`src/rtl/iter_multdiv_if.sv`:
```
// ---------------------------------------------------------------------------
// iter_multdiv_if
// Operand, start-control and result signals between the execute stage and
// the iterative multiply/divide unit.
//   data_operandA / data_operandB : multiplicand/dividend, multiplier/divisor
//   ctrl_MULT / ctrl_DIV          : one-cycle start pulses
//   data_result / data_exception  : registered result and overflow/div-by-zero
//   data_resultRDY                : one-cycle result-valid pulse
//   busy                          : operation in progress
// master = execute stage side, slave = the unit.
// ---------------------------------------------------------------------------
interface iter_multdiv_if;
    logic [31:0] data_operandA;
    logic [31:0] data_operandB;
    logic        ctrl_MULT;
    logic        ctrl_DIV;
    logic [31:0] data_result;
    logic        data_exception;
    logic        data_resultRDY;
    logic        busy;

    modport master (
        output data_operandA, data_operandB, ctrl_MULT, ctrl_DIV,
        input  data_result, data_exception, data_resultRDY, busy
    );

    modport slave (
        input  data_operandA, data_operandB, ctrl_MULT, ctrl_DIV,
        output data_result, data_exception, data_resultRDY, busy
    );
endinterface

```
`src/rtl/iter_multdiv_unit.sv`:
```
// ---------------------------------------------------------------------------
// iter_multdiv_unit
// Iterative signed 32-bit multiply (radix-4 Booth, 16 iterations) and
// divide (non-restoring on magnitudes, 32 iterations).
// Ports:
//   clock : rising-edge clock
//   reset : asynchronous, active-low
//   bus   : iter_multdiv_if.slave (operands, start pulses, result, busy)
// A start pulse in any state aborts the current operation and restarts.
// Result/exception are registered and hold until the next result pulse.
// ---------------------------------------------------------------------------
module iter_multdiv_unit #(
    parameter int WIDTH      = 32,
    parameter int MULT_ITERS = 16,
    parameter int DIV_ITERS  = 32
) (
    input logic           clock,
    input logic           reset,
    iter_multdiv_if.slave bus
);

    typedef enum logic [1:0] {
        ST_IDLE = 2'd0,
        ST_MUL  = 2'd1,
        ST_DIV  = 2'd2,
        ST_DONE = 2'd3
    } state_t;

    localparam logic [5:0] MUL_LAST = 6'(MULT_ITERS - 1);
    localparam logic [5:0] DIV_LAST = 6'(DIV_ITERS - 1);

    // Booth radix-4 partial product for one 3-bit window, sign-extended by one bit
    // so that +/-2M wraps consistently inside the accumulator.
    function automatic logic [WIDTH:0] booth_term(input logic [2:0] bits,
                                                  input logic [WIDTH-1:0] mcand);
        logic [WIDTH:0] m_ext;
        m_ext = {mcand[WIDTH-1], mcand};
        case (bits)
            3'b001, 3'b010: booth_term = m_ext;
            3'b011:         booth_term = m_ext << 1;
            3'b100:         booth_term = -(m_ext << 1);
            3'b101, 3'b110: booth_term = -m_ext;
            default:        booth_term = {(WIDTH+1){1'b0}};
        endcase
    endfunction

    // Two's-complement magnitude; the most negative value maps to 2^(WIDTH-1) unsigned.
    function automatic logic [WIDTH-1:0] magnitude(input logic [WIDTH-1:0] v);
        if (v[WIDTH-1]) begin
            magnitude = -v;
        end else begin
            magnitude = v;
        end
    endfunction

    state_t               state_r, next_state_s;
    logic [5:0]           count_r;
    logic [2*WIDTH+1:0]   mul_r;      // {acc[32:0], multiplier[31:0], guard}
    logic [WIDTH-1:0]     mcand_r;
    logic [WIDTH:0]       rem_r;      // signed partial remainder
    logic [WIDTH-1:0]     quo_r;      // dividend magnitude shifting into quotient
    logic [WIDTH-1:0]     dvsr_r;
    logic                 is_mul_r, q_neg_r, div_zero_r, div_ovf_r;
    logic [WIDTH-1:0]     result_r;
    logic                 exc_r, rdy_r, busy_r;

    logic                 start_s;
    logic [WIDTH:0]       acc_sum_s;
    logic [2*WIDTH+1:0]   mul_step_s;
    logic [WIDTH:0]       rem_shift_s, rem_step_s;
    logic [WIDTH-1:0]     quo_step_s;
    logic [2*WIDTH-1:0]   product_s;
    logic                 mul_exc_s;
    logic [WIDTH-1:0]     div_result_s;

    assign start_s = bus.ctrl_MULT | bus.ctrl_DIV;

    // One iteration of each datapath plus result formatting for the DONE cycle.
    always_comb begin
        acc_sum_s    = mul_r[2*WIDTH+1:WIDTH+1] + booth_term(mul_r[2:0], mcand_r);
        mul_step_s   = $signed({acc_sum_s, mul_r[WIDTH:0]}) >>> 2;
        rem_shift_s  = {rem_r[WIDTH-1:0], quo_r[WIDTH-1]};
        if (rem_r[WIDTH]) begin
            rem_step_s = rem_shift_s + {1'b0, dvsr_r};
        end else begin
            rem_step_s = rem_shift_s - {1'b0, dvsr_r};
        end
        quo_step_s   = {quo_r[WIDTH-2:0], ~rem_step_s[WIDTH]};
        product_s    = mul_r[2*WIDTH:1];
        // Fits in WIDTH bits only if the upper half and bit WIDTH-1 all agree.
        mul_exc_s    = ~((&product_s[2*WIDTH-1:WIDTH-1]) | ~(|product_s[2*WIDTH-1:WIDTH-1]));
        if (div_zero_r) begin
            div_result_s = {WIDTH{1'b0}};
        end else if (q_neg_r) begin
            div_result_s = -quo_r;
        end else begin
            div_result_s = quo_r;
        end
    end

    // State register.
    always_ff @(posedge clock or negedge reset) begin
        if (!reset) begin
            state_r <= ST_IDLE;
        end else begin
            state_r <= next_state_s;
        end
    end

    // Next-state logic: a start pulse wins in every state, multiply over divide.
    always_comb begin
        next_state_s = state_r;
        if (bus.ctrl_MULT) begin
            next_state_s = ST_MUL;
        end else if (bus.ctrl_DIV) begin
            next_state_s = ST_DIV;
        end else begin
            case (state_r)
                ST_IDLE: next_state_s = ST_IDLE;
                ST_MUL:  next_state_s = (count_r == MUL_LAST) ? ST_DONE : ST_MUL;
                ST_DIV:  next_state_s = (count_r == DIV_LAST) ? ST_DONE : ST_DIV;
                ST_DONE: next_state_s = ST_IDLE;
                default: next_state_s = ST_IDLE;
            endcase
        end
    end

    // Datapath, iteration counter and registered outputs.
    always_ff @(posedge clock or negedge reset) begin
        if (!reset) begin
            count_r    <= 6'd0;
            mul_r      <= {(2*WIDTH+2){1'b0}};
            mcand_r    <= {WIDTH{1'b0}};
            rem_r      <= {(WIDTH+1){1'b0}};
            quo_r      <= {WIDTH{1'b0}};
            dvsr_r     <= {WIDTH{1'b0}};
            is_mul_r   <= 1'b0;
            q_neg_r    <= 1'b0;
            div_zero_r <= 1'b0;
            div_ovf_r  <= 1'b0;
            result_r   <= {WIDTH{1'b0}};
            exc_r      <= 1'b0;
            rdy_r      <= 1'b0;
            busy_r     <= 1'b0;
        end else if (start_s) begin
            // Both datapaths are loaded; only the selected one is stepped.
            count_r    <= 6'd0;
            mul_r      <= {{(WIDTH+1){1'b0}}, bus.data_operandB, 1'b0};
            mcand_r    <= bus.data_operandA;
            rem_r      <= {(WIDTH+1){1'b0}};
            quo_r      <= magnitude(bus.data_operandA);
            dvsr_r     <= magnitude(bus.data_operandB);
            is_mul_r   <= bus.ctrl_MULT;
            q_neg_r    <= bus.data_operandA[WIDTH-1] ^ bus.data_operandB[WIDTH-1];
            div_zero_r <= (bus.data_operandB == {WIDTH{1'b0}});
            div_ovf_r  <= (bus.data_operandA == {1'b1, {(WIDTH-1){1'b0}}}) &&
                          (bus.data_operandB == {WIDTH{1'b1}});
            rdy_r      <= 1'b0;
            busy_r     <= 1'b1;
        end else begin
            rdy_r <= 1'b0;
            case (state_r)
                ST_MUL: begin
                    mul_r   <= mul_step_s;
                    count_r <= count_r + 6'd1;
                end
                ST_DIV: begin
                    rem_r   <= rem_step_s;
                    quo_r   <= quo_step_s;
                    count_r <= count_r + 6'd1;
                end
                ST_DONE: begin
                    result_r <= is_mul_r ? product_s[WIDTH-1:0] : div_result_s;
                    exc_r    <= is_mul_r ? mul_exc_s : (div_zero_r | div_ovf_r);
                    rdy_r    <= 1'b1;
                    busy_r   <= 1'b0;
                end
                default: begin
                    count_r <= count_r;
                end
            endcase
        end
    end

    assign bus.data_result    = result_r;
    assign bus.data_exception = exc_r;
    assign bus.data_resultRDY = rdy_r;
    assign bus.busy           = busy_r;

endmodule
```
`src/flat_wrapper.sv`:
```
// flat-port wrapper written by rule: the top's interface ports become plain ports
module iter_multdiv_unit_flat 
#(
    parameter int WIDTH      = 32,
    parameter int MULT_ITERS = 16,
    parameter int DIV_ITERS  = 32
)
  (clock, reset, bus_data_operandA, bus_data_operandB, bus_ctrl_MULT, bus_ctrl_DIV, bus_data_result, bus_data_exception, bus_data_resultRDY, bus_busy);
  iter_multdiv_if bus_i ();
  input logic clock;
  input logic reset;
  input wire logic [$bits(bus_i.data_operandA)-1:0] bus_data_operandA;
  input wire logic [$bits(bus_i.data_operandB)-1:0] bus_data_operandB;
  input wire logic [$bits(bus_i.ctrl_MULT)-1:0] bus_ctrl_MULT;
  input wire logic [$bits(bus_i.ctrl_DIV)-1:0] bus_ctrl_DIV;
  output wire logic [$bits(bus_i.data_result)-1:0] bus_data_result;
  output wire logic [$bits(bus_i.data_exception)-1:0] bus_data_exception;
  output wire logic [$bits(bus_i.data_resultRDY)-1:0] bus_data_resultRDY;
  output wire logic [$bits(bus_i.busy)-1:0] bus_busy;
  assign bus_i.data_operandA = bus_data_operandA;
  assign bus_i.data_operandB = bus_data_operandB;
  assign bus_i.ctrl_MULT = bus_ctrl_MULT;
  assign bus_i.ctrl_DIV = bus_ctrl_DIV;
  assign bus_data_result = bus_i.data_result;
  assign bus_data_exception = bus_i.data_exception;
  assign bus_data_resultRDY = bus_i.data_resultRDY;
  assign bus_busy = bus_i.busy;
  iter_multdiv_unit #(.WIDTH(WIDTH), .MULT_ITERS(MULT_ITERS), .DIV_ITERS(DIV_ITERS)) u_core (.clock(clock), .reset(reset), .bus(bus_i));
endmodule
```
`config.mk`:
```
export PLATFORM = sky130hd
export DESIGN_NAME = iter_multdiv_unit_flat
export DESIGN_NICKNAME = d
export VERILOG_FILES = /design/src/rtl/iter_multdiv_if.sv /design/src/rtl/iter_multdiv_unit.sv /design/src/flat_wrapper.sv
export SDC_FILE = /design/constraint.sdc
export NUM_CORES = 1
export LEC_CHECK = 0
export ABC_CLOCK_PERIOD_IN_PS = 4450
export CELL_PAD_IN_SITES_DETAIL_PLACEMENT = 0
export CELL_PAD_IN_SITES_GLOBAL_PLACEMENT = 1
export CORE_MARGIN = 3
export CORE_UTILIZATION = 42
export DETAILED_ROUTE_END_ITERATION = 8
export PLACE_DENSITY_LB_ADDON = 0.1
export SLEW_MARGIN = 20
export SYNTH_ARGS = -nofsm -noshare
export SYNTH_HDL_FRONTEND = slang
export SYNTH_SLANG_ARGS = --single-unit
```
`constraint.sdc`:
```
create_clock -name clock -period 4.45 [get_ports clock]
set_input_delay 1.335 -clock clock [delete_from_list [all_inputs] [get_ports clock]]
set_output_delay 1.335 -clock clock [all_outputs]
set_load 0.01 [all_outputs]
```
; ---- After elaboration in Yosys (flattened, before gate mapping)
; Cells that the tools add are included.
[totals]
regBits = 242
inputBits = 68
output_inout_bits = 35
wordCells = 84
[classes]
add_sub_neg = 9
n_eq_ne = 13
n_mux = 25
bitwise_logic = 8
reduce_logical = 14
[op_table]
columns = cell, n
row1 = $mux 32, 7
row2 = $mux 66, 2
row3 = $pmux 33 s4, 1
row4 = $mux 33, 3
row5 = $neg 32->32, 3
row6 = $neg 33->33, 2
row7 = $eq 32x32->1 const B, 2
row8 = $add 33x32->33, 1
row9 = $add 33x33->33, 1
row10 = $reduce_and 33->1, 1
row11 = $reduce_or 33->1, 1
row12 = $sub 33x32->33, 1
row13 = $logic_not 32->1, 1
row14 = $mux 6, 2
row15 = $eq 3x3->1 const B, 3
row16 = $reduce_bool 2->1, 4
row17 = $reduce_or 2->1, 4
row18 = $add 6x1->6 const B, 1
row19 = $eq 3x2->1 const B, 2
row20 = $eq 6x4->1 const B, 1
row21 = $eq 6x5->1 const B, 1
row22 = $mux 1, 6
row23 = $mux 2, 3
row24 = $pmux 2 s3, 1
row25 = 9 further kinds, 15

; ---- Depth between registers and ports, before layout
; Gate-level depths: netlist (run 1).
[logic_depth]
word_depth = 6
mapped_depth = 21
mapped_depth_nobuf = 21

; ---- Worst setup path before layout (run 1)
; OpenSTA, ideal clock, no wires.
[synth_path]
kind = reg2reg
startpoint = reg u_core.mcand_r[8]
endpoint = reg u_core.mul_r[59]
setup_time_ns = 0.120
arrival_ns = 4.483
required_time_ns = 4.330
setup_slack_ns = -0.154
stages_incl_launch_ff = 21
path_buffers = 2
synth_period_minus_slack_ns = 4.604
path_cell_list = dfrtp_1 > clkbuf_1 > or4_1 > clkbuf_1 > nor2_1 > nand2_1 > or3_1 > or3_1 > nor3_1 > xor2_1 > o21ai_0 > ha_1 > a21oi_1 > o21bai_1 > a2111oi_0 > o21ai_0 > o21ai_0 > a21boi_0 > or2_2 > mux2i_1 > a31o_2
[synth_via]
elab_chain_len = 5
word_cells_on_any_way = 6
cone_classes = add/sub: 3 / mux: 3
[synth_lines]
columns = item, line_no
row1 = "start, declared", iter_multdiv_unit.sv:59  ; logic [WIDTH-1:0] mcand_r;
row2 = "start signal, assigned", iter_multdiv_unit.sv:133  ; mcand_r <= {WIDTH{1'b0}};
row3 = "start signal, assigned", iter_multdiv_unit.sv:149  ; mcand_r <= bus.data_operandA;
row4 = "$neg 33->33, on equally long branches", "iter_multdiv_unit.sv:42, iter_multdiv_unit.sv:41"
row5 = $pmux 33 s4 *, iter_multdiv_unit.sv:38  ; case (bits)
row6 = $add 33x33->33 *, iter_multdiv_unit.sv:80  ; acc_sum_s = mul_r[2*WIDTH+1:WIDTH+1] + booth_term(mul_r[2:0], mcand_r);
row7 = $mux 66 *, iter_multdiv_unit.sv:162  ; case (state_r)
row8 = $mux 66 *, iter_multdiv_unit.sv:145  ; end else if (start_s) begin
row9 = "end signal, assigned", iter_multdiv_unit.sv:132  ; mul_r <= {(2*WIDTH+2){1'b0}};
row10 = "end signal, assigned", iter_multdiv_unit.sv:148  ; mul_r <= {{(WIDTH+1){1'b0}}, bus.data_operandB, 1'b0};
row11 = "end signal, assigned", iter_multdiv_unit.sv:164  ; mul_r <= mul_step_s;
row12 = "end, declared", iter_multdiv_unit.sv:58  ; logic [2*WIDTH+1:0] mul_r;
; Mark *: on every way between the ends. The rest lies on a longest branch, timed or not. The select of a mux whose other input is x is not followed.
; A chain may end at the register's enable or synchronous reset.

; ---- Final worst setup path (run 1)
[layout_path]
startpoint = reg u_core.mcand_r[7]
endpoint = reg u_core.mul_r[61]
; Same word-level chain as after synthesis.

==> results of run 1 <==
## through the flow
stage	power [mW]	setup WS [ns]	setup TNS, ns
finish	7.525	-0.01642	-0.02805
global route	7.932	-0.2049	-1.691
CTS	7.513	0.002116	0
detailed placement	4.886	-0.3215	-3.312
global placement	4.853	-0.2176	-2.033
floorplan	3.919	-0.003856	-0.003856
## worst min path at each step
stage	to	depth (start not counted)	slack, ns
4_1_cts	u_core.bus.data_result[13]	2	0.49
3_3_place_gp	u_core.div_ovf_r	2	0.46
6_report	u_core.bus.data_result[2]	2	0.49
5_1_grt	u_core.bus.data_result[25]	2	0.51
3_5_place_dp	u_core.div_ovf_r	2	0.47
2_1_floorplan	u_core.div_ovf_r	2	0.44
## what timing repair did
action / 4_1_cts / 5_1_grt
setup buffers: 10 / 6
endpoints found under the setup margin: 15 / 24
resized for setup: 32 / 66
hold buffers: 0 / 0
pin swaps: 16 / 47
## cells in the mapped netlist (4+ instances only)
cell	count	area, um^2
nand2_1	299	1122
dfrtp_1	240	6006
o21ai_0	216	1081
nor2_1	172	645.6
a21oi_1	132	660.6
clkbuf_1	110	412.9
xor2_1	104	910.9
xnor2_1	103	902.1
mux2i_1	91	910.9
ha_1	74	925.9
nor3_1	57	285.3
inv_1	55	206.5
nand3_1	37	185.2
a22oi_1	36	270.3
a31oi_1	31	193.9
a21o_1	29	217.7
nand4_1	27	168.9
or3_1	27	168.9
nor4_1	26	162.7
buf_1	23	86.33
nand2b_1	20	125.1
o31ai_1	20	150.1
o221ai_1	18	157.7
a221oi_1	16	140.1
nor2b_1	15	93.84
o211ai_1	15	112.6
or4_1	15	112.6
and3_1	13	81.33
o41ai_1	13	113.9
o21a_1	12	90.09
a211oi_1	11	82.58
and2_1	9	56.30
nand3b_1	7	52.55
o21bai_1	7	52.55
o22ai_1	7	43.79
or2_2	7	43.79
a32oi_1	6	52.55
a21boi_0	5	37.54
a221o_1	5	50.05
nand4b_1	5	43.79
a311oi_1	4	35.03
a31o_2	4	35.03
o21ai_1	4	20.02
o31a_1	4	35.03
## layout make-up
type | count | area, um^2
clock inverters | 17 | 232.7
inverters | 57 | 214.0
repair buffers | 308 | 2646
multi-input cells | 1749 | 11510
clock buffers | 35 | 789.5
well taps | 532 | 665.6
flip-flops and latches | 240 | 6007
fillers | 3871 | 19320
## power by group through the flow
stage	clock, mW	sequential, mW	combinational [mW]
finish	2.57	2.70	2.26
CTS	2.62	2.69	2.20
detailed placement	0	2.72	2.16
global placement	0	2.72	2.13
floorplan	0	2.65	1.26
global route	2.70	2.73	2.50
## cells in the final DEF, fill, tap and decap left out, drive strengths merged, types with 16 or more instances in the layout
cell type,n
ha,74
clkdlybuf4s50,101
o31ai,21
dfrtp,240
o221ai,18
or3,29
xnor2,103
nor2,172
clkbuf,35
nand4,27
xor2,104
nor4,26
nand2,299
a22oi,36
buf,207
a21oi,132
nor3,57
a21o,29
nand3,37
o21ai,220
mux2i,91
inv,55
a31oi,31
nand2b,20
or4,16
a221oi,16
## flip-flops by register name, indices dropped and copies added, names as in the netlist, 2 cells and up
name	flops
u_core.rem_r	33
u_core.state_r	2
u_core.bus.data_result	32
u_core.mcand_r	32
u_core.mul_r	64
u_core.quo_r	32
u_core.count_r	6
u_core.dvsr_r	32
## worst max-delay path: stages (launching register included)
cell	delay, ns
dfrtp_1	0.37
or4_1	0.54
nor2_1	0.18
nand2_2	0.07
or3_4	0.33
or3_4	0.37
nor3_4	0.19
xor2_1	0.20
o21ai_1	0.11
ha_1	0.35
buf_6	0.12
and3_4	0.20
nand4_1	0.11
a211oi_2	0.36
o21ai_2	0.10
a21boi_2	0.17
o211ai_1	0.13
a21o_1	0.17
a32o_1	0.25
## per-layer routing
layer | vias to the layer above | wire length (um) | track usage [%]
li1 | 8247 | - | -
met5 | - | 0 | 0
met3 | 89 | 2600 | 3.186
met4 | 0 | 1713 | 7.413
met2 | 414 | 25490 | 39.69
met1 | 8232 | 28340 | 37.91
## logic make-up (layout without fill, tap and decap cells)
logic type                 after synthesis  count (layout)  share of synthesized area [%]
xor gates and xnor gates               207             207                          10.18
DFF                                    240             240                          33.72
AOI/OAI and AO/OA                      619             619                          21.72
adders and majority gates               76              76                          5.423
muxes                                   94              94                          5.304
and+or+nand+nor                        753             753                          19.65
buffers and inverters                  190             417                          4.004
==> flow_summary.toml, run 1 <==
[status]
status = "finished with violations"
violations = "setup timing"

[timing]
finalSetupViolCount = 3
whs_ns = 0.4858
fmax_mhz = 223.9
finalMaxSlewViolations = 0
finalCritPeriodShare_pct = 100.4
clock_skew_ns = 0.01928
min_period_ns = 4.466
maxSlewHeadroom_pct = 36.08
report.final.hold_viol_count = 0
timing.final.ws_setup_ns = -0.01642
rsz0062_at_grt = "yes"
worst_pin_slew_ns = 0.9559

[flow_run]
maxCapViolCount = 0

[synth]
synth_nets = 2323
ys_warn_count = 0
avgSynthCellArea_um2 = 8.174
ys_ff_latch = 240
syn_area_um2 = 17810
ys_seq_area_share_pct = 33.72
synth-edff-count = 0
synth_ff_type = "dfrtp_1"
ys_types = 72
synth-async-reset-ratio_pct = 100.0
syn-instance-count = 2179

[clocking]
cts.sinks = 240
cts_buffer_depth = 3
h-tree-depth = 1
cts_tree = "yes"
path_clk_slew_ns = 0.06
insertion_delay_ns = 0.58
numCtsBuffers = 30
cts_root_buf = "clkbuf_16"

[power]
switching_share_pct = 33.59
power.share.sequential_pct = 35.9
intPower_mw = 4.997
switchingPower_mw = 2.528
combPwrFrac_pct = 30.0
clockPowerShare_pct = 34.1
cellLeakagePower_nw = 9.539
irDropWorstVdd_mv = 0.3028
powerDensity_nw_per_um2 = 341.0

[cells_and_area]
drive_above_1_share_pct = 14.30
synthToLayoutAreaGrowth_pct = 23.91
fin_util_pct = 53.33
nets = 2530
final_area_um2 = 22070
diodes = 0
layout.cells.non_filler = 2938

[setup_path]
critPathLaunch = "u_core.mcand_r[7]"
crit_end = "u_core.mul_r[61]"
worstPathRequired_ns = 4.90
r2r_start = "u_core.mcand_r[7]"
rr_worst_depth = 18
path_class = "flop to flop"
r2r-end = "u_core.mul_r[61]"
r2r_setup_slack_ns = -0.02
arrival_ns = 4.92
cp-end-kind = "flop"
start_kind = "flop"
crit_fanout = 4

[detailed_routing]
vias = 16982
antenna_left = 0
first_iter_violations = 1291
drc = 0
firstDrtPassIters = 5
drt-vias-per-instance = 5.780
wl_um = 58140
wl_per_cell_um = 19.79

[global_route]
grt_pass1_wl_um = 92800
grt_max_degree = 159
grt_overflow = 0
grt_pass1_vias = 16635
track_usage_pct = 25.72
antenna_found_initial = 1

[floorplan]
chipWidth_um = 211.9
start_util_pct = 43.03
coreArea_um2 = 41390
io_pins = 103
chipHeight_um = 211.9
placementRows = 74
dieArea_um2 = 44910

[placement]
placed_area_um2 = 20540
dp_hpwl_um = 43090
placedCellCount = 2870
gp_congestion = 0.9427
portBuffers = 102

[worst_hold_path]
min_from = "u_core.bus.data_result[2]"
hold_path.class = "flop to flop"
Power figures use the tool's default switching activity.
==> inputs of run 2 (changes only) <==
ABC_AREA = 1   (was default)
CORE_UTILIZATION = 40   (was 42)
==> flow_summary.toml, run 2 <==
[worst_hold_path]
min_to = "u_core.rem_r[25]"
hold_path.class = "flop to flop"
holdPathStages = 2
min_from = "u_core.rem_r[25]"

[clocking]
cts_tree = "yes"
path_clk_slew_ns = 0.06
cts_hold_buf = 0
cts_root_buf = "clkbuf_16"
h-tree-depth = 1
insertion_delay_ns = 0.60
cts-resized-gates = 0
cts_setup_buffers = 0
cts.sinks = 240
cts_buffer_depth = 3
numCtsBuffers = 30

[synth]
synth_area_leader_cell = "dfrtp_1"
ys_ff_latch = 240
syn-instance-count = 2738
synth-edff-count = 0
syn_area_um2 = 18390
ys_warn_count = 0
synth_area_leaders = "dfrtp_1 33%, nand2_1 13%, nor2_1 6.7%"
synth.most_common_cell = "nand2_1"
ys_types = 57
synth_nets = 2882
synth_top_area_share_pct = 32.65
synth-async-reset-ratio_pct = 100.0
synth_ff_type = "dfrtp_1"
ys_seq_area_share_pct = 32.65
avgSynthCellArea_um2 = 6.718
ys_top_cells_by_count = "655 x nand2_1, 329 x nor2_1, 287 x inv_1, 245 x o21ai_0, 240 x dfrtp_1"

[cells_and_area]
final_cell_mix = "655 x nand2_1, 326 x nor2_1, 287 x inv_1, 245 x o21ai_0, 240 x dfrtp_1"
nets = 2963
layout.cells.non_filler = 3436
n_fill_cell = 4700
multi_input_area_um2 = 10930
register_area_um2 = 6006
final_area_um2 = 21090
largest_reg_flops = 64
final_common_cell = "nand2_1"
drive_above_1_share_pct = 5.663
synthToLayoutAreaGrowth_pct = 14.65
top_register = "u_core.mul_r"
reg.largest.list = "u_core.mul_r (64), u_core.rem_r (33)"

[floorplan]
coreArea_um2 = 44800
dieArea_um2 = 48590
start_util_pct = 41.06
chipHeight_um = 220.4
io_pins = 103
chipWidth_um = 220.4
placementRows = 77

[power]
clockPowerShare_pct = 34.8
switching_share_pct = 36.50
switchingPower_mw = 2.609
power.share.sequential_pct = 37.4
combPwrFrac_pct = 27.8
powerDensity_nw_per_um2 = 338.9
irDropWorstVdd_mv = 0.2857
cellLeakagePower_nw = 9.810
intPower_mw = 4.538

[setup_path]
rr_worst_depth = 17
crit_slowest_cell = "inv_1"
cp_common_cell = "nand2_1"
path_depth = 17
r2r_start = "u_core.mul_r[1]"
path_class = "flop to flop"
r2r_setup_slack_ns = 0.53
crit_fanout = 24
cp-end-kind = "flop"
start_kind = "flop"
crit_chain = "nor2_1 -> nor2_1 -> nand2_1 -> inv_1 -> a22oi_1 -> o221ai_1 -> ha_1 -> nand3_1 -> nand2_1 -> a21boi_0 -> inv_1 -> nand2_1 -> nand2_1 -> a21oi_1 -> nand2_1 -> nand2_1 -> o21ai_0"
r2r-end = "u_core.mul_r[49]"
path_buf_inv = 2
crit_family = "compound AO/OA/AOI/OAI gates"
worstPathRequired_ns = 4.91
arrival_ns = 4.38
slowest_delay_ns = 0.49

[placement]
gp_congestion = 0.9900
dpl_worst_slack_ns = 0.6401
dp_hpwl_um = 54400
portBuffers = 102
placed_area_um2 = 20080
placedCellCount = 3379

[detailed_routing]
first_iter_violations = 1870
vias = 19335
drt-vias-per-instance = 5.627
wl_per_cell_um = 20.21
firstDrtPassIters = 6
antenna_left = 0
drc = 0
wl_um = 69440

[status]
status = "complete, no violations"

[timing]
whs_ns = 0.4865
finalSetupViolCount = 0
maxSlewHeadroom_pct = 39.80
report.final.hold_viol_count = 0
rsz0062_at_grt = "no"
fmax_mhz = 255.2
timing.final.ws_setup_ns = 0.5320
finalMaxSlewViolations = 0
min_period_ns = 3.918
clock_skew_ns = 0.02673
tns_ns = 0
worst_pin_slew_ns = 0.9021
finalCritPeriodShare_pct = 88.04

[global_route]
antenna_found_initial = 1
grt_max_degree = 80
track_usage_pct = 28.48
grt_pass1_wl_um = 107700
grt_overflow = 0
grt_pass1_vias = 18184

[flow_run]
maxCapViolCount = 0
## run 2: cells by family (layout without fill, tap and decap cells)
kind of cell / Yosys count / in the layout / share of synthesized area (%)
AOI/OAI and AO/OA: 627 / 627 / 19.27
xor gates and xnor gates: 54 / 54 / 2.571
adders and majority gates: 76 / 76 / 5.252
buffers and inverters: 381 / 486 / 8.020
DFF: 240 / 240 / 32.65
other: 0 / 1 / 0
and+or+nand+nor: 1360 / 1360 / 32.24
## run 2: layout make-up
class	instances	share of cell area, %
diodes	1	0.01187
clock buffers	44	4.189
clock inverters	12	0.5578
inverters	300	5.352
multi-input cells	2117	51.85
flip-flops and latches	240	28.48
well taps	592	3.513
repair buffers	130	6.040
## run 2: metal layers
| metal | vias to the layer above | global-route usage, % | wire, um |
|---|---|---|---|
| met5 | - | 0 | 13 |
| met4 | 2 | 6.461 | 1667 |
| met3 | 83 | 3.474 | 4446 |
| met2 | 643 | 43.16 | 29730 |
| met1 | 9195 | 43.29 | 33590 |
| li1 | 9412 | - | - |
## run 2: power groups by stage
stage | Clock (mW) | Combinational [mW] | Sequential (mW)
global placement | 0 | 1.96 | 2.70
finish | 2.49 | 1.99 | 2.67
CTS | 2.55 | 1.97 | 2.66
global route | 2.64 | 2.22 | 2.69
floorplan | 0 | 1.15 | 2.64
detailed placement | 0 | 1.96 | 2.70
## run 2: worst max-delay path by stage
stage	from	to	slack, ns
after floorplan	u_core.mcand_r[0]	u_core.mul_r[62]	1.54
after global placement	u_core.mul_r[1]	u_core.mul_r[49]	0.67
after detailed placement	u_core.mul_r[1]	u_core.mul_r[49]	0.64
after CTS	u_core.mul_r[1]	u_core.mul_r[49]	0.63
after global routing	u_core.mul_r[1]	u_core.mul_r[53]	0.13
final	u_core.mul_r[1]	u_core.mul_r[49]	0.53
## run 2: per-stage QoR
step	utilization [%]	total power, mW
after floorplan	-	3.785
after global placement	44.82	4.654
after detailed placement	44.82	4.657
after CTS	47.05	7.183
after global routing	47.06	7.543
final	47.07	7.147
## run 2: worst min-delay path, stage by stage (launching register included)
cell	delay (ns)
dfrtp_1	0.35
nand2_1	0.05
nand2_1	0.05
==> inputs of run 3 (changes only) <==
ABC_AREA = 0   (was 1)
CORE_ASPECT_RATIO = 1.5   (was default)
CORE_UTILIZATION = 42   (was 40)
==> flow_summary.toml, run 3 (same netlist as run 1, synthesis figures left out) <==
[setup_path]
path_class = "flop to flop"
arrival_ns = 4.89
start_kind = "flop"
r2r_setup_slack_ns = 0.01
rr_worst_depth = 20
r2r-end = "u_core.mul_r[59]"
critPathLaunch = "u_core.mcand_r[0]"
r2r_start = "u_core.mcand_r[0]"
cp-end-kind = "flop"
worstPathRequired_ns = 4.90
crit_fanout = 4

[floorplan]
dieArea_um2 = 44960
placementRows = 91
chipHeight_um = 258.2
chipWidth_um = 174.1
coreArea_um2 = 41560
io_pins = 103
start_util_pct = 42.86

[global_route]
grt_pass1_wl_um = 95840
grt_overflow = 0
antenna_found_initial = 3
grt_pass1_vias = 17426
grt_max_degree = 139
track_usage_pct = 26.53

[detailed_routing]
drc = 0
wl_per_cell_um = 20.39
drt-vias-per-instance = 5.732
firstDrtPassIters = 6
wl_um = 61430
vias = 17265
first_iter_violations = 888
antenna_left = 0

[cells_and_area]
largest_reg_flops = 64
layout.cells.non_filler = 3012
diodes = 0
drive_above_1_share_pct = 16.50
reg.largest.list = "u_core.mul_r (64), u_core.rem_r (33)"
nets = 2577
final_cell_mix = "293 x nand2_1, 246 x buf_4, 239 x dfrtp_1, 192 x o21ai_0, 163 x nor2_1"
top_register = "u_core.mul_r"
synthToLayoutAreaGrowth_pct = 26.37
register_area_um2 = 6007
multi_input_area_um2 = 11630
n_fill_cell = 3876
final_common_cell = "nand2_1"

[placement]
dp_hpwl_um = 46660
gp_congestion = 0.9735
portBuffers = 102
placedCellCount = 2931

[timing]
clock_skew_ns = 0.02059
fmax_mhz = 225.3
rsz0062_at_grt = "yes"
maxSlewHeadroom_pct = 30.46
report.final.hold_viol_count = 0
finalSetupViolCount = 0
finalCritPeriodShare_pct = 99.75
worst_pin_slew_ns = 1.043
finalMaxSlewViolations = 0
min_period_ns = 4.439

[worst_hold_path]
min_from = "u_core.div_ovf_r"
holdPathStages = 2
hold_path.class = "flop to flop"
min_to = "u_core.div_ovf_r"

[clocking]
cts_tree = "yes"
cts_buffer_depth = 3
cts.sinks = 240
numCtsBuffers = 28
path_clk_slew_ns = 0.06
insertion_delay_ns = 0.57
h-tree-depth = 1
cts_root_buf = "clkbuf_16"

[flow_run]
maxCapViolCount = 0

[power]
powerDensity_nw_per_um2 = 330.1
irDropWorstVdd_mv = 0.2613
power.total_mw = 7.429
cellLeakagePower_nw = 9.774

[status]
status = "complete, no violations"
## run 3: cell count changes in the layout (fill, tap and decap cells not counted), moves of 91 or more
cell | previous run | this run
nand3_1 | 187 | 36
buf_4 | 25 | 246
nor2_1 | 326 | 163
inv_1 | 287 | 52
xnor2_1 | 2 | 99
nand2_1 | 655 | 293
a21oi_1 | 216 | 123
mux2i_1 | 0 | 91
## run 3: report_power, final
part / switching [mW] / total (mW) / internal (mW) / leakage, nW
clock: 0.968 / 2.37 / 1.40 / 0.465
sequential: 0.291 / 2.70 / 2.41 / 3.03
combinational: 1.27 / 2.36 / 1.09 / 6.28
## run 3: stage by stage
| stage | setup WS (ns) | util (%) | TNS (ns) | hold WS [ns] | area, um^2 |
|---|---|---|---|---|---|
| after detailed placement | -0.2379 | 50.11 | -2.844 | 0.4674 | 20820 |
| after global placement | -0.2352 | 50.11 | -2.154 | 0.4687 | 20820 |
| final | 0.01121 | 54.16 | 0 | 0.4831 | 22510 |
| after floorplan | -0.003856 | - | -0.003856 | 0.4432 | 17830 |
| after CTS | -0.06642 | 52.81 | -0.1663 | 0.4805 | 21950 |
| after global routing | -0.1647 | 54.16 | -1.439 | 0.5191 | 22510 |
## run 3: area by class of cell
type | count | area share [%]
Multi-Input combinational cell | 1749 | 51.67
Sequential cell | 240 | 26.69
Timing Repair Buffer | 357 | 13.41
Clock buffer | 39 | 3.658
Tap cell | 558 | 3.102
Inverter | 57 | 0.9506
Clock inverter | 12 | 0.5281
## run 3: critical path, stage by stage, from the launching register on
cell and delay, ns:
dfrtp_1 0.39, inv_2 0.08, ha_4 0.13, or3b_4 0.39
nor2_4 0.10, nand2_2 0.06, or3_4 0.33, or3_4 0.36
nor3_2 0.13, xor2_1 0.21, o21ai_1 0.10, ha_1 0.35
a21oi_2 0.19, o21bai_1 0.10, a2111oi_1 0.40, o21ai_1 0.17
o21ai_1 0.15, a21boi_1 0.09, or2_4 0.26, mux2i_1 0.11
a31o_2 0.21
## run 3: worst max path at each step
| stage | to | slack (ns) | cells after the start |
|---|---|---|---|
| 3_5_place_dp | u_core.dvsr_r[30] | -0.24 | 10 |
| 3_3_place_gp | u_core.dvsr_r[30] | -0.24 | 10 |
| 5_1_grt | u_core.mul_r[61] | -0.16 | 20 |
| 6_report | u_core.mul_r[59] | 0.01 | 20 |
| 2_1_floorplan | u_core.mul_r[59] | -0.004 | 20 |
| 4_1_cts | u_core.mul_r[50] | -0.07 | 20 |
## run 3: timing repair
action	in CTS	in global routing
setup endpoints to repair	13	24
resized for setup	30	93
hold buffers	0	0
buffers inserted	13	17
pin swaps	25	50
## run 3: routing by layer
| metal | share of wire (%) | global-route usage (%) | vias to the layer above |
|---|---|---|---|
| li1 | - | - | 8340 |
| met1 | 38 | 29.26 | 8457 |
| met2 | 55 | 51.76 | 354 |
| met3 | 3.7 | 2.844 | 112 |
| met4 | 4.0 | 9.817 | 2 |
| met5 | 0.023 | 0 | - |
